File: config.mk
export PLATFORM = sky130hd
export DESIGN_NAME = depp_reg_arbiter
export DESIGN_NICKNAME = d
export VERILOG_FILES = /design/src/rtl/depp_reg_arbiter.sv
export SDC_FILE = /design/constraint.sdc
export NUM_CORES = 1
export LEC_CHECK = 0
export CAP_MARGIN = 0
export CORE_AREA = 8 8 154 156
export CTS_BUF_LIST = sky130_fd_sc_hd__clkbuf_2 sky130_fd_sc_hd__clkbuf_4 sky130_fd_sc_hd__clkbuf_8
export CTS_CLUSTER_DIAMETER = 100
export DETAILED_ROUTE_END_ITERATION = 10
export DIE_AREA = 0 0 162 164
export DONT_BUFFER_PORTS = 1
export PLACE_DENSITY = 0.64
export REMOVE_ABC_BUFFERS = 1
export SYNTH_ARGS = -nofsm -noshare
export SYNTH_HDL_FRONTEND = slang
export SYNTH_SLANG_ARGS = --single-unit
export TNS_END_PERCENT = 30
File: constraint.sdc
create_clock -name clk -period 3 [get_ports clk]
set_clock_uncertainty 0.05 [all_clocks]
set_input_delay 0.6 -clock clk [delete_from_list [all_inputs] [get_ports clk]]
set_output_delay 0.6 -clock clk [all_outputs]
set_load 0.05 [all_outputs]
File: src/rtl/depp_reg_arbiter.sv
// DEPP host sequencer sharing an 8-bit register file with one fabric port.
// Optional DEPP_AUTOINC_EN: addr_reg post-increments after host data transfers.
module depp_reg_arbiter #(
   parameter int AW   = 4,
   parameter int SYNC = 2
) (
   input  logic          clk,
   input  logic          rst,
   input  logic          a_astb,
   input  logic          a_dstb,
   input  logic          a_write,
   input  logic [7:0]    a_db_i,
   output logic [7:0]    a_db_o,
   output logic          a_db_oe,
   output logic          a_wait,
   output logic [7:0]    addr_reg,
   input  logic          f_req,
   input  logic          f_we,
   input  logic [AW-1:0] f_addr,
   input  logic [7:0]    f_wdata,
   output logic          f_gnt,
   output logic [7:0]    f_rdata,
   output logic          f_rvalid
);

   localparam int DEPTH = 1 << AW;

`ifdef DEPP_AUTOINC_EN
   localparam bit AUTOINC = 1'b1;
`else
   localparam bit AUTOINC = 1'b0;
`endif

   typedef enum logic [2:0] {
      IDLE,
      ADDR,
      DREQ,
      DREAD,
      HOLD
   } state_t;

   state_t          state;
   logic [SYNC-1:0] astb_sync;
   logic [SYNC-1:0] dstb_sync;
   logic            astb_hist;
   logic            dstb_hist;
   logic            a_fall;
   logic            a_rise;
   logic            d_fall;
   logic            d_rise;
   logic            act_rise;

   logic [7:0]      mem [DEPTH];
   logic [7:0]      data_q;
   logic [7:0]      host_rd;
   logic            wr_n_q;
   logic            act_d;
   logic            last_host;
   logic            host_req;
   logic            gnt_f;
   logic            gnt_h;
   logic [AW-1:0]   host_idx;

   // Synchronisers reset to the asserted level so a held strobe gives no edge.
   always_ff @(posedge clk) begin
      if (rst) begin
         astb_sync <= '0;
         dstb_sync <= '0;
         astb_hist <= 1'b0;
         dstb_hist <= 1'b0;
      end else begin
         astb_sync <= {astb_sync[SYNC-2:0], a_astb};
         dstb_sync <= {dstb_sync[SYNC-2:0], a_dstb};
         astb_hist <= astb_sync[SYNC-1];
         dstb_hist <= dstb_sync[SYNC-1];
      end
   end

   assign a_fall   = ~astb_sync[SYNC-1] & astb_hist;
   assign a_rise   = astb_sync[SYNC-1] & ~astb_hist;
   assign d_fall   = ~dstb_sync[SYNC-1] & dstb_hist;
   assign d_rise   = dstb_sync[SYNC-1] & ~dstb_hist;
   assign act_rise = act_d ? d_rise : a_rise;

   assign host_idx = addr_reg[AW-1:0];
   assign host_req = (state == DREQ);
   assign gnt_f    = ~rst & f_req & (~host_req | last_host);
   assign gnt_h    = ~rst & host_req & ~gnt_f;
   assign f_gnt    = gnt_f;

   always_ff @(posedge clk) begin
      if (rst) begin
         for (int i = 0; i < DEPTH; i++) mem[i] <= '0;
      end else if (gnt_f && f_we) begin
         mem[f_addr] <= f_wdata;
      end else if (gnt_h && !wr_n_q) begin
         mem[host_idx] <= data_q;
      end
   end

   // last_host=1 makes the fabric the preferred requester on a tie.
   always_ff @(posedge clk) begin
      if (rst) begin
         last_host <= 1'b1;
         f_rvalid  <= 1'b0;
         f_rdata   <= '0;
      end else begin
         if (gnt_f || gnt_h) last_host <= gnt_h;
         f_rvalid <= gnt_f & ~f_we;
         if (gnt_f && !f_we) f_rdata <= mem[f_addr];
      end
   end

   always_ff @(posedge clk) begin
      if (rst) begin
         state    <= IDLE;
         a_db_o   <= '0;
         a_db_oe  <= 1'b0;
         a_wait   <= 1'b0;
         addr_reg <= '0;
         data_q   <= '0;
         host_rd  <= '0;
         wr_n_q   <= 1'b1;
         act_d    <= 1'b0;
      end else begin
         unique case (state)
            IDLE: begin
               if (a_fall) begin
                  state  <= ADDR;
                  act_d  <= 1'b0;
                  wr_n_q <= a_write;
                  data_q <= a_db_i;
               end else if (d_fall) begin
                  state  <= DREQ;
                  act_d  <= 1'b1;
                  wr_n_q <= a_write;
                  data_q <= a_db_i;
               end
            end
            ADDR: begin
               if (!wr_n_q) begin
                  addr_reg <= data_q;
               end else begin
                  a_db_o  <= addr_reg;
                  a_db_oe <= 1'b1;
               end
               state <= HOLD;
            end
            DREQ: begin
               if (gnt_h) begin
                  if (!wr_n_q) begin
                     state <= HOLD;
                     if (AUTOINC) addr_reg <= addr_reg + 8'd1;
                  end else begin
                     host_rd <= mem[host_idx];
                     state   <= DREAD;
                  end
               end
            end
            DREAD: begin
               a_db_o  <= host_rd;
               a_db_oe <= 1'b1;
               state   <= HOLD;
               if (AUTOINC) addr_reg <= addr_reg + 8'd1;
            end
            HOLD: begin
               if (act_rise) begin
                  a_wait  <= 1'b0;
                  a_db_oe <= 1'b0;
                  state   <= IDLE;
               end else begin
                  a_wait <= 1'b1;
               end
            end
            default: state <= IDLE;
         endcase
      end
   end

endmodule

==> flow_summary.ini, run 1 <==
[flow_run]
cap_viol_max_count = 0

[place]
portBuffers = 0
dp_slack_ps = 217.3
place_area_sq_um = 9789
hpwlAfterDp_microns = 20430
gp_congestion = 0.9130

[clocking]
cts_tree = done
ctsResizeCount = 0
cts_hold_buffers = 0
clk_pin_slew_ps = 100
root_buffer = clkbuf_8
worstSkewPairLatency_ps = 480
cts_buffers = 17
post_cts_buffers = 0
htreeDepth = 4
cts_buffer_depth = 2
numClockSinks = 183

[power_and_ir_drop]
p_leak_nw = 3.468
vdd_ir_drop_max_mv = 0.2865
switchingPower_mw = 1.313
clkPwrFrac_pct = 33.7
seq_power_share_pct = 58.5
internal_power_mw = 3.581
combPwrFrac_pct = 7.8
swShare_pct = 26.84
cellPowerDensity_nw_per_um2 = 480.8

[critical_path]
path_class = flip-flop to flip-flop
setup.worst_path.end_class = flip-flop
crit_path_start_kind = flip-flop
worstPathMaxFanout = 15
cp.required_ps = 3130
cp_data_arrival_time_ps = 2850

[synthesis]
syn_avg_cell_area_sq_um = 12.09
synth_edf_count = 128
yosysSeqAreaShare_pct = 52.84
synth_warnings = 0
synth_seq_cells = 183
synth_cell_types = 52
synth_area_sq_um = 9358
synth_flop_cell = edfxtp_1
postSynthCellCount = 774
async_flop_share_pct = 0

[final_layout]
synthToLayoutAreaGrowth_pct = 8.785
largest_register = mem
fill_cells = 1894
register_area_sq_um = 4947
multi_input_area_sq_um = 4143
layout_common_cells = 164 x nor2_1, 128 x edfxtp_1, 81 x nand2_1, 64 x mux4_2, 53 x dfxtp_1
design_area_sq_um = 10180
drive_gt1_share_pct = 23.68
largest_reg_flops = 128
final_common_cell = nor2_1
final_nets = 808
antenna_cells = 0

[min_path]
hp-class = input pin to flip-flop

[route]
route.antenna.remaining_nets = 0
wl_per_cell_microns = 25.39
wirelength_microns = 27270
drtIter0Drc = 775
vias_per_cell = 6.241
drtPass1Iterations = 5
drcViolationCount = 0
vias = 6703

[global_routing]
grt_pass1_vias = 6585
grt_start_max_net_pins = 67
track_usage_pct = 20.93
grt_pass1_wl_microns = 41000
grt-ovfl-total = 0
antenna_found_initial = 1

[timing]
fmax_ghz = 0.3686
setup_tns_ps = 0
slew_viol_final = 0
worstMarginPinSlew_ps = 1161
rsz0062_at_grt = no
final-setup-viol-count = 0
setup_slack_ps = 286.8
hold_viol = 0
fin_crit_sh_pct = 90.44
relSlewSlack_pct = 22.62
period_needed_ps = 2713
whs_ps = 141.9

[die]
rows = 54
die-area_sq_um = 26570
core-area_sq_um = 21350
die_h_microns = 164
die_w_microns = 162
pin_count = 55
initial_core_util_pct = 43.83

[status]
status = finished clean
through the flow:
step	power, mW	std cells	util, %
5_1_grt	5.057	1074	47.68
3_3_place_gp	3.282	1042	45.85
6_report	4.894	1074	47.68
2_1_floorplan	3.152	722	-
3_5_place_dp	3.297	1042	45.85
4_1_cts	4.906	1074	47.68
synth_stat cells, drive strengths merged (9+ instances only):
master | number | area (sq um)
a21oi | 12 | 60.06
mux2i | 18 | 180.2
nand2b | 14 | 87.58
edfxtp | 128 | 3844
nor2 | 164 | 615.6
mux2 | 44 | 495.5
mux4 | 64 | 1441
buf | 22 | 108.9
nor2b | 13 | 81.33
a211oi | 9 | 67.56
nand2 | 81 | 304.0
clkbuf | 30 | 112.6
o22ai | 17 | 106.4
inv | 12 | 45.04
dfxtp | 55 | 1101
worst paths after layout:
kind / depth (start not counted) / from / to / slack (ps)
setup reg to reg: 4 / state[0]$_SDFFE_PP0P_ / mem[10][4]$_SDFFCE_PN0P_ / 290
hold reg to reg: 1 / astb_sync[0]$_SDFF_PP0_ / astb_sync[1]$_SDFF_PP0_ / 400
setup / recovery: 4 / state[0]$_SDFFE_PP0P_ / mem[10][4]$_SDFFCE_PN0P_ / 290
hold / removal: 1 / rst / addr_reg[2]$_SDFFE_PP0P_ / 140
power groups by stage:
stage | Sequential (mW) | Combinational, mW | Clock, mW
finish | 2.86 | 0.383 | 1.65
global route | 2.87 | 0.406 | 1.78
CTS | 2.86 | 0.380 | 1.66
detailed placement | 2.92 | 0.378 | 0
global placement | 2.91 | 0.370 | 0
floorplan | 2.88 | 0.269 | 0
logic make-up (layout without fill, tap and decap cells):
| group | count (synthesis) | count (layout) | share of synthesized area, % |
|---|---|---|---|
| multiplexers | 126 | 126 | 22.62 |
| buffers and inverters | 65 | 85 | 2.888 |
| AND/OR/NAND/NOR | 314 | 314 | 14.98 |
| AO/OA/AOI/OAI | 86 | 86 | 6.672 |
| flip-flops | 183 | 183 | 52.84 |
layer usage:
| metal | GRT usage (%) | part of all wire (%) |
|---|---|---|
| met4 | 8.754 | 2.8 |
| met1 | 25.12 | 37 |
| met3 | 4.035 | 9.0 |
| met2 | 36.36 | 51 |
| met5 | 0 | 0.044 |
cell type report:
type                            instances  area share [%]
Clock buffer                           17           2.298
Sequential cell                       183           48.60
Clock inverter                         15           1.536
Multi-Input combinational cell        526           40.70
Tap cell                              280           3.441
Inverter                               13          0.4793
Timing Repair Buffer                   40           2.950
worst max-delay path, cell delays in order (launching register included):
cell     delay, ps
dfxtp_1        450
or3_1          570
o31a_1         370
o22ai_1        870
nor2_1         100
Power figures use the tool's default switching activity.
==> inputs of run 2 (changes only) <==
- REMOVE_ABC_BUFFERS: 1 -> default
==> run 2 against run 1 <==
Net effect: via count up 0.66%; global-route usage up 0.77 points; register-to-register slack better by 50 ps; utilization up 0.42 points; largest cell class unchanged.
==> flow_summary.ini, run 2 (same netlist as run 1, synthesis figures left out) <==
[route]
drtPass1Iterations = 7
wirelength_microns = 28370
route.antenna.remaining_nets = 0
wl_per_cell_microns = 26.34
vias = 6747
drcViolationCount = 0
vias_per_cell = 6.265
drtIter0Drc = 846

[clocking]
cts_buffer_depth = 2
root_buffer = clkbuf_8
post_cts_buffers = 0
cts_tree = done
cts_buffers = 17
htreeDepth = 4
worstSkewPairLatency_ps = 490
numClockSinks = 183
clk_pin_slew_ps = 110
ctsResizeCount = 0
cts_hold_buffers = 0

[place]
dp_slack_ps = 371.7
portBuffers = 0
hpwlAfterDp_microns = 21040
post-place-cells = 1045
gp_congestion = 0.9227
place_area_sq_um = 9821

[critical_path]
r2r_start = state[2]$_SDFFE_PP0P_
worstPathMaxFanout = 15
reg2reg_to = mem[6][7]$_SDFFCE_PN0P_
path_class = flip-flop to flip-flop
crit_path_start_kind = flip-flop
setup.worst_path.end_class = flip-flop
ff2ff_path_depth = 4
cp.required_ps = 3140
cp_data_arrival_time_ps = 2800
r2r_slack_ps = 340

[die]
die-area_sq_um = 26570
initial_core_util_pct = 43.83
pin_count = 55
die_w_microns = 162
core-area_sq_um = 21350
die_h_microns = 164
rows = 54

[status]
status = finished clean

[timing]
setup_tns_ps = 0
rsz0062_at_grt = no
worstMarginPinSlew_ps = 1270
relSlewSlack_pct = 14.98
final-setup-viol-count = 0
hold_viol = 0
whs_ps = 119.2
fmax_ghz = 0.3757
period_needed_ps = 2662
fin_crit_sh_pct = 88.72
slew_viol_final = 0
setup_slack_ps = 338.3

[final_layout]
synthToLayoutAreaGrowth_pct = 9.747
fill_cells = 1887
final_common_cell = nor2_1
drive_gt1_share_pct = 24.09
antenna_cells = 0
layout_common_cells = 164 x nor2_1, 128 x edfxtp_1, 81 x nand2_1, 64 x mux4_2, 53 x dfxtp_1
final_nets = 811
fin_cells = 1077
design_area_sq_um = 10270
fin_util_pct = 48.10
largest_reg_flops = 128
largest_register = mem

[global_routing]
grt_pass1_wl_microns = 42090
grt_pass1_vias = 6600
track_usage_pct = 21.70
antenna_found_initial = 0
grt-ovfl-total = 0
grt_start_max_net_pins = 67

[power_and_ir_drop]
p_leak_nw = 3.520
cellPowerDensity_nw_per_um2 = 498.9
power_mw = 5.124
vdd_ir_drop_max_mv = 0.2078

[flow_run]
cap_viol_max_count = 0

[synthesis]
syn_nets = 801

[min_path]
hold_path_end = addr_reg[6]$_SDFFE_PP0P_
min_from = rst
hp-class = input pin to flip-flop
min_path_cells = 1
-- run 2: metal layers --
metal  share of wire [%]  track usage (%)  wire [microns]
met5                   0                0               0
met4                 4.2            11.15            1201
met3                  11            5.965            3151
met2                  47            34.01           13200
met1                  38            27.23           10820
-- run 2: layout make-up --
| class | count | area [sq um] | area share [%] |
|---|---|---|---|
| clock inverter | 14 | 207.7 | 2.022 |
| timing repair buffer | 43 | 322.8 | 3.143 |
| tap | 280 | 350.3 | 3.411 |
| sequential | 183 | 4950 | 48.20 |
| clock buffer | 18 | 241.5 | 2.351 |
| multi-input combinational | 526 | 4149 | 40.40 |
| inverter | 13 | 48.80 | 0.4751 |
-- run 2: how the worst max path moves through the flow --
stage / start / endpoint / slack (ps) / cells past startpoint
global route: state[2]$_SDFFE_PP0P_ / mem[6][7]$_SDFFCE_PN0P_ / 130 / 4
CTS: state[2]$_SDFFE_PP0P_ / mem[6][7]$_SDFFCE_PN0P_ / 390 / 4
detailed placement: rst / mem[3][4]$_SDFFCE_PN0P_ / 370 / 4
finish: state[2]$_SDFFE_PP0P_ / mem[6][7]$_SDFFCE_PN0P_ / 340 / 4
global placement: rst / mem[3][2]$_SDFFCE_PN0P_ / 390 / 4
floorplan: rst / mem[14][0]$_SDFFCE_PN0P_ / 360 / 6
-- run 2: power by group --
group / total, mW / internal [mW] / switching (mW)
Clock: 1.86 / 0.810 / 1.05
Combinational: 0.396 / 0.182 / 0.214
Sequential: 2.87 / 2.78 / 0.0896
-- run 2: critical path, stage by stage (launching register included) --
cell and delay (ps):
dfxtp_1 460, nor4b_4 520, nor4bb_1 180, o211ai_1 1030, nor2_1 130
==> inputs of run 3 (changes only) <==
- CORE_AREA: 8 8 154 156 -> 8 8 134 136
- DIE_AREA: 0 0 162 164 -> 0 0 142 144
- PLACE_DENSITY: 0.64 -> 0.8
==> run 3 against run 2 <==
Net effect: clock power shrank 13%; cell count down 5.6%; first-iteration DRC count increased by 14%; setup slack worse by 67 ps; critical endpoint is now mem[15][5]$_SDFFCE_PN0P_; sequential cell count is the same; utilization rose by 15 points; global-route usage is 5.5 points higher; total power decreased by 5.0%; die area shrank 23%.
==> flow_summary.ini, run 3 (same netlist as run 1, synthesis figures left out) <==
[place]
hpwlAfterDp_microns = 19470
gp_congestion = 0.9738
dp_slack_ps = 241.0
portBuffers = 0

[power_and_ir_drop]
internal_power_mw = 3.631
clkPwrFrac_pct = 33.1
p_leak_nw = 3.488
swShare_pct = 25.38
vdd_ir_drop_max_mv = 0.3112
combPwrFrac_pct = 8.1
cellPowerDensity_nw_per_um2 = 480.8
switchingPower_mw = 1.235
seq_power_share_pct = 58.9

[clocking]
numClockSinks = 183
clk_pin_slew_ps = 90
post_cts_buffers = 0
cts_buffer_depth = 2
cts_buffers = 17
htreeDepth = 4
root_buffer = clkbuf_8
worstSkewPairLatency_ps = 470
cts_tree = done

[global_routing]
grt_start_max_net_pins = 67
grt_pass1_wl_microns = 40300
track_usage_pct = 27.17
grt_pass1_vias = 6672
antenna_found_initial = 0
grt-ovfl-total = 0

[final_layout]
largest_register = mem
largest_reg_flops = 128
synthToLayoutAreaGrowth_pct = 8.157
final_common_cell = nor2_1
antenna_cells = 0
final_nets = 811
drive_gt1_share_pct = 23.96
fill_cells = 1181
fin_util_pct = 63.04
layout_common_cells = 164 x nor2_1, 128 x edfxtp_1, 81 x nand2_1, 64 x mux4_2, 53 x dfxtp_1

[route]
wirelength_microns = 26800
vias_per_cell = 6.783
vias = 6898
route.antenna.remaining_nets = 0
drcViolationCount = 0
wl_per_cell_microns = 26.35
drtIter0Drc = 963
drtPass1Iterations = 6

[timing]
setup_slack_ps = 271.7
slew_viol_final = 0
setup_tns_ps = 0
rsz0062_at_grt = no
final-setup-viol-count = 0
period_needed_ps = 2728
fin_crit_sh_pct = 90.94
hold_viol = 0
relSlewSlack_pct = 23.83
worstMarginPinSlew_ps = 1143
fmax_ghz = 0.3665

[critical_path]
cp.required_ps = 3100
path_class = flip-flop to flip-flop
crit_path_start_kind = flip-flop
worstPathMaxFanout = 16
cp_data_arrival_time_ps = 2830
setup.worst_path.end_class = flip-flop

[min_path]
hp-class = input pin to flip-flop

[synthesis]
syn_nets = 801

[die]
initial_core_util_pct = 58.29
pin_count = 55
core-area_sq_um = 16050
die-area_sq_um = 20450
die_h_microns = 144
rows = 47
die_w_microns = 142

[flow_run]
cap_viol_max_count = 0

[status]
status = finished clean
[run 3: path summary, 6_finish.rpt]
kind	depth (start not counted)	from	slack (ps)	endpoint
setup / recovery	5	addr_reg[0]$_SDFFE_PP0P_	270	mem[15][5]$_SDFFCE_PN0P_
hold / removal	1	rst	130	a_wait$_SDFFE_PP0N_
setup reg to reg	5	addr_reg[0]$_SDFFE_PP0P_	270	mem[15][5]$_SDFFCE_PN0P_
hold reg to reg	1	dstb_sync[0]$_SDFF_PP0_	400	dstb_sync[1]$_SDFF_PP0_
[run 3: layout make-up]
class                   count  area, sq um  area share (%)
inverters                  13        48.80          0.4821
multi-input cells         526         4149           40.99
well taps                 220        275.3           2.720
clock inverters            15        143.9           1.422
repair buffers             43        322.8           3.190
flip-flops and latches    183         4947           48.88
clock buffers              17        234.0           2.312
[run 3: worst max-delay path, cell delays in order, from the launching register on]
cell and delay, ps:
dfxtp_2 640, buf_4 400, nand3_1 130, nor4_1 480
o22ai_2 330, nand2b_1 370
[run 3: power groups by stage]
stage / Sequential (mW) / Clock [mW] / Combinational, mW
floorplan: 2.88 / 0 / 0.311
global placement: 2.91 / 0 / 0.372
detailed placement: 2.92 / 0 / 0.384
CTS: 2.86 / 1.62 / 0.386
global route: 2.87 / 1.72 / 0.415
finish: 2.86 / 1.61 / 0.393
[run 3: through the flow]
stage	instances	hold slack, ps	power, mW	cell area [sq um]
6_report	1017	134.2	4.866	10120
3_5_place_dp	985	388.8	3.302	9737
3_3_place_gp	985	394.3	3.284	9737
2_1_floorplan	774	363.8	3.190	9358
5_1_grt	1017	101.0	5.002	10120
4_1_cts	1017	108.2	4.863	10110
[run 3: routing by layer]
layer / up-vias / wire length [microns] / share of wire, % / GRT usage, %
li1: 2914 / - / - / -
met3: 99 / 4159 / 16 / 10.30
met5: - / 0 / 0 / 0
met1: 3324 / 8749 / 33 / 31.59
met4: 0 / 1437 / 5.4 / 15.38
met2: 561 / 12460 / 46 / 42.74
[run 3: what timing repair did]
action | in CTS | in global routing
endpoints found under the hold margin | 0 | 0
endpoints found under the setup margin | 0 | 8
hold buffers | 0 | 0
gates resized for setup | 0 | 1
